==> src/rtl/mul_pkg.sv <==
// Shared definitions for the repeated-addition multiplier.
// State encoding and operand width used by controller and datapath.
package mul_pkg;

  localparam int OP_W = 16;

  typedef enum logic [2:0] {
    S_IDLE   = 3'd0,
    S_LOAD_A = 3'd1,
    S_LOAD_B = 3'd2,
    S_ADD    = 3'd3,
    S_DONE   = 3'd4
  } state_t;

endpackage

==> src/rtl/mul_controller.sv <==
// Sequencing FSM for the repeated-addition multiplier.
// Loads A then B, adds until B reaches zero, pulses done.
module mul_controller
  import mul_pkg::*;
#(
  parameter int ITER_W = 16
) (
  input  logic              clk,
  input  logic              rst_n,
  input  logic              start,
  input  logic              abort,
  input  logic              in_valid,
  output logic              in_ready,
  input  logic              eqz,
  output logic              LdA,
  output logic              LdB,
  output logic              clrP,
  output logic              LdP,
  output logic              decB,
  output logic              busy,
  output logic              done,
  output logic [ITER_W-1:0] iter_cnt
);

  state_t              state_q, state_d;
  logic [ITER_W-1:0]   iter_q, iter_d;

  // State and iteration counter registers
  always_ff @(posedge clk) begin
    if (!rst_n) begin
      state_q <= S_IDLE;
      iter_q  <= '0;
    end else begin
      state_q <= state_d;
      iter_q  <= iter_d;
    end
  end

  // Next-state, strobes and counter update
  always_comb begin
    state_d  = state_q;
    iter_d   = iter_q;
    in_ready = 1'b0;
    LdA      = 1'b0;
    LdB      = 1'b0;
    clrP     = 1'b0;
    LdP      = 1'b0;
    decB     = 1'b0;
    unique case (state_q)
      S_IDLE: begin
        if (start) state_d = S_LOAD_A;
      end
      S_LOAD_A: begin
        if (abort) begin
          state_d = S_IDLE;
        end else begin
          in_ready = 1'b1;
          if (in_valid) begin
            LdA     = 1'b1;
            state_d = S_LOAD_B;
          end
        end
      end
      S_LOAD_B: begin
        if (abort) begin
          state_d = S_IDLE;
        end else begin
          in_ready = 1'b1;
          if (in_valid) begin
            LdB     = 1'b1;
            clrP    = 1'b1;
            iter_d  = '0;
            state_d = S_ADD;
          end
        end
      end
      S_ADD: begin
        if (abort) begin
          state_d = S_IDLE;
        end else if (eqz) begin
          state_d = S_DONE;
        end else begin
          LdP    = 1'b1;
          decB   = 1'b1;
          iter_d = iter_q + ITER_W'(1);
        end
      end
      S_DONE: begin
        state_d = S_IDLE;
      end
      default: begin
        state_d = S_IDLE;
      end
    endcase
  end

  assign busy     = (state_q != S_IDLE);
  assign done     = (state_q == S_DONE);
  assign iter_cnt = iter_q;

endmodule

==> config.mk <==
export PLATFORM = sky130hd
export DESIGN_NAME = mul_controller
export DESIGN_NICKNAME = d
export VERILOG_FILES = /design/src/rtl/mul_pkg.sv /design/src/rtl/mul_controller.sv
export SDC_FILE = /design/constraint.sdc
export NUM_CORES = 1
export LEC_CHECK = 0
export ABC_CLOCK_PERIOD_IN_PS = 1700
export CORE_MARGIN = 2
export CORE_UTILIZATION = 46
export CTS_CLUSTER_SIZE = 25
export DETAILED_ROUTE_END_ITERATION = 10
export GPL_TIMING_DRIVEN = 0
export HOLD_SLACK_MARGIN = 0.1
export MAX_ROUTING_LAYER = met4
export PLACE_DENSITY = 0.78
export SYNTH_ARGS = -nofsm -noshare
export SYNTH_HDL_FRONTEND = slang
export SYNTH_SLANG_ARGS = --single-unit
==> constraint.sdc <==
create_clock -name clk -period 1.7 [get_ports clk]
set_input_delay 0.34 -clock clk [delete_from_list [all_inputs] [get_ports clk]]
set_output_delay 0.34 -clock clk [all_outputs]
set_load 0.01 [all_outputs]
==> run_results.csv <==
group,metric,value,unit
worst_setup_path,endpoint,"clrP",
synthesis,netlist_area,0.00105,mm²
grt,antenna_found_initial,0,
power,irDropWorstVdd,0.385,mV
floorplanning,core-area,0.00219,mm²
floorplanning,initial_utilization,48.1,%
final_layout,area_delta_synth_final,51.9,%
grt,grt_max_degree,12,
clock_network,clkSlewWorstSetupHoldPaths,0.11,ns
final_layout,fillers,170,
detailed_routing,drtAntennaViolNets,0,
synthesis,yosysUniqueCellTypes,41,
worst_setup_path,ff2ff_setup_slack,-0.09,ns
placement,dpl_worst_slack,-0.919,ns
timing,holdWs,0.484,ns
detailed_routing,dr.first_iter.drc_count,10,
worst_setup_path,timing.rr.end,"iter_cnt[5]",
synthesis,ys_seq_area_share,36.1,%
timing,timing.final.crit_share,114,%
worst_hold_path,hp-class,"primary input to flop",
timing,worst_slack,-0.236,ns
timing,skew,0.00594,ns
synthesis,synth.avg_cell_area,9.00,µm²
final_layout,instances_no_fill,194,
detailed_routing,via_per_inst,5.82,
placement,place_congestion,0.789,
floorplanning,die_x,51.9,µm
timing,setup-violations-final,16,
final_layout,n_antenna_cell,0,
worst_setup_path,required,1.36,ns
clock_network,htree_levels,1,
final_layout,final_common_cell,"clkdlybuf4s50_1",
timing,slew_headroom,59.6,%
timing,fmax,517,MHz
worst_setup_path,rr_startpoint,"state_q[2]",
grt,grt_usage,20.7,%
power,total_power,879,µW
final_layout,final_cell_mix,"clkdlybuf4s50_1, buf_4, dfxtp_1",
clock_network,hold_buffers,0,
timing,maxSlewViolCount,0,
power,leakage,0.573,nW
outcome,violations,"setup timing",
final_layout,drive_above_1_share,33.7,%
timing,tns,-1.72,ns
worst_setup_path,critPathLaunch,"state_q[2]",
outcome,status,"finished, violations left",
floorplanning,die_h,51.9,µm
clock_network,cts_tree,"done",
detailed_routing,vias,1130,
worst_setup_path,reg2reg_depth,7,
worst_setup_path,cp_max_fo,4,
synthesis,synth_warnings,0,
detailed_routing,wl_per_cell,14.8,µm
worst_setup_path,arrival,1.60,ns
power,power_density,550,mW/mm²
worst_setup_path,crit_path_end_kind,"output port",
grt,grt_pass1_vias,978,
placement,port_buffers,29,
detailed_routing,drtPass1Iterations,4,
floorplanning,dieArea,0.00269,mm²
grt,overflow,0,
worst_setup_path,cp-start-kind,"flop",
timing,hold_viol_final,0,
detailed_routing,drc_errors,0,
placement,dp_cells,174,
final_layout,nNetsFinal,174,
synthesis,synth_seq_cells,19,
detailed_routing,routed_wl,2.88,mm
timing,tightest_slew,0.601,ns
synthesis,syn_inst,117,
clock_network,clk_path_buf_depth,2,
clock_network,cts_sinks,19,
synthesis,synth_nets,124,
timing,rsz0062_at_grt,"yes",
worst_setup_path,critPathKind,"flop to output port",
clock_network,root_buffer,"clkbuf_4",
floorplanning,num_rows,17,
placement,hpwl,1.75,mm
clock_network,clk_latency,0.31,ns
flow_run,drv_cap,0,
floorplanning,io_pins,30,
timing,finalCriticalPeriod,1.94,ns
grt,grt_pass1_wl,4.15,mm
clock_network,cts_made_buffers,3,
-- metal layers --
layer,track usage [%],routed length (µm),vias to the layer above
met1,25.1,1250,536
met5,-,0,-
met4,5.26,48,0
met2,36.1,1430,39
met3,2.59,143,7
li1,-,-,548
-- worst max-delay path, cell delays in order, from the launching register on --
cell and delay (ns):
dfxtp_2 0.34, buf_6 0.11, or4b_4 0.55, nor2_4 0.11, buf_6 0.10, buf_6 0.08
-- cell usage after synthesis --
master / count / area share, %
nor3b_1: 1 / 0.71
nand2b_1: 1 / 0.59
clkbuf_2: 1 / 0.47
ha_1: 1 / 1.2
and2b_1: 1 / 0.71
and4b_1: 1 / 0.95
o21ai_2: 1 / 0.83
nand3_1: 3 / 1.4
a211oi_1: 1 / 0.71
buf_6: 2 / 2.1
o41ai_1: 1 / 0.83
mux2i_1: 1 / 0.95
o2111ai_4: 1 / 2.5
nor2b_1: 2 / 1.2
buf_4: 4 / 2.9
o2111ai_1: 2 / 1.7
o211ai_1: 3 / 2.1
a21oi_2: 1 / 0.83
nor3_1: 1 / 0.47
dfxtp_1: 19 / 36
nor2b_2: 1 / 0.83
o31ai_1: 1 / 0.71
or4b_1: 1 / 0.95
nor3b_4: 1 / 1.8
or4_4: 1 / 1.1
and4bb_2: 2 / 2.4
or3_1: 10 / 5.9
and3_1: 1 / 0.59
nand4_1: 3 / 1.8
nor4_1: 3 / 1.8
a22oi_1: 1 / 0.71
a21oi_1: 10 / 4.8
o311ai_1: 1 / 0.83
inv_1: 3 / 1.1
nand2_1: 6 / 2.1
o21ai_0: 11 / 5.2
xor2_1: 4 / 3.3
and2_0: 1 / 0.59
and4_1: 2 / 1.7
nor2_1: 5 / 1.8
xnor2_1: 1 / 0.83
-- power breakdown --
group,total (mW),switching (mW),internal [mW]
combinational,0.186,0.0969,0.0891
clock,0.238,0.150,0.0880
sequential,0.455,0.00375,0.451
-- logic make-up (layout without fill, tap and decap cells) --
logic type / Yosys count / after routing / synth area share [%]
simple gates: 47 / 47 / 29.3
compound gates: 34 / 35 / 21.7
flops: 19 / 19 / 36.1
buf+inv: 10 / 58 / 6.53
xor+xnor: 5 / 5 / 4.16
fa+ha+maj: 1 / 1 / 1.19
mux: 1 / 1 / 0.950
-- worst min-delay path by stage --
stage,from,endpoint,slack [ns],depth (start not counted)
2_1_floorplan,rst_n,iter_cnt[0],0.47,1
3_3_place_gp,iter_cnt[15],iter_cnt[15],0.48,2
3_5_place_dp,iter_cnt[15],iter_cnt[15],0.49,2
4_1_cts,in_valid,state_q[1],0.48,3
5_1_grt,in_valid,state_q[1],0.48,3
6_report,in_valid,state_q[1],0.48,3
-- sequential cells by signal, indices dropped and copies added, names as in the netlist --
name,count
state_q,3
iter_cnt,16
-- area by class of cell --
class	instances	area, µm²	area share [%]
timing repair buffer	44	387	24.2
tap	28	35.0	2.19
clock buffer	3	22.5	1.41
clock inverter	1	5.00	0.313
sequential	19	388	24.2
inverter	3	11.3	0.704
multi-input combinational	89	674	42.1
buffer	7	77.6	4.85
-- stage by stage --
stage	util (%)	instance area, µm²
finish	73.0	1600
global route	73.0	1600
CTS	67.3	1470
detailed placement	62.9	1380
floorplan	-	1050
global placement	62.9	1380
-- timing repair --
item | in CTS | in global routing
setup buffers | 5 | 8
resized for setup | 45 | 17
endpoints found under the setup margin | 24 | 20
pin swaps | 2 | 9
cloned | 1 | 2
Note: power is estimated with default switching activity, not from simulation.
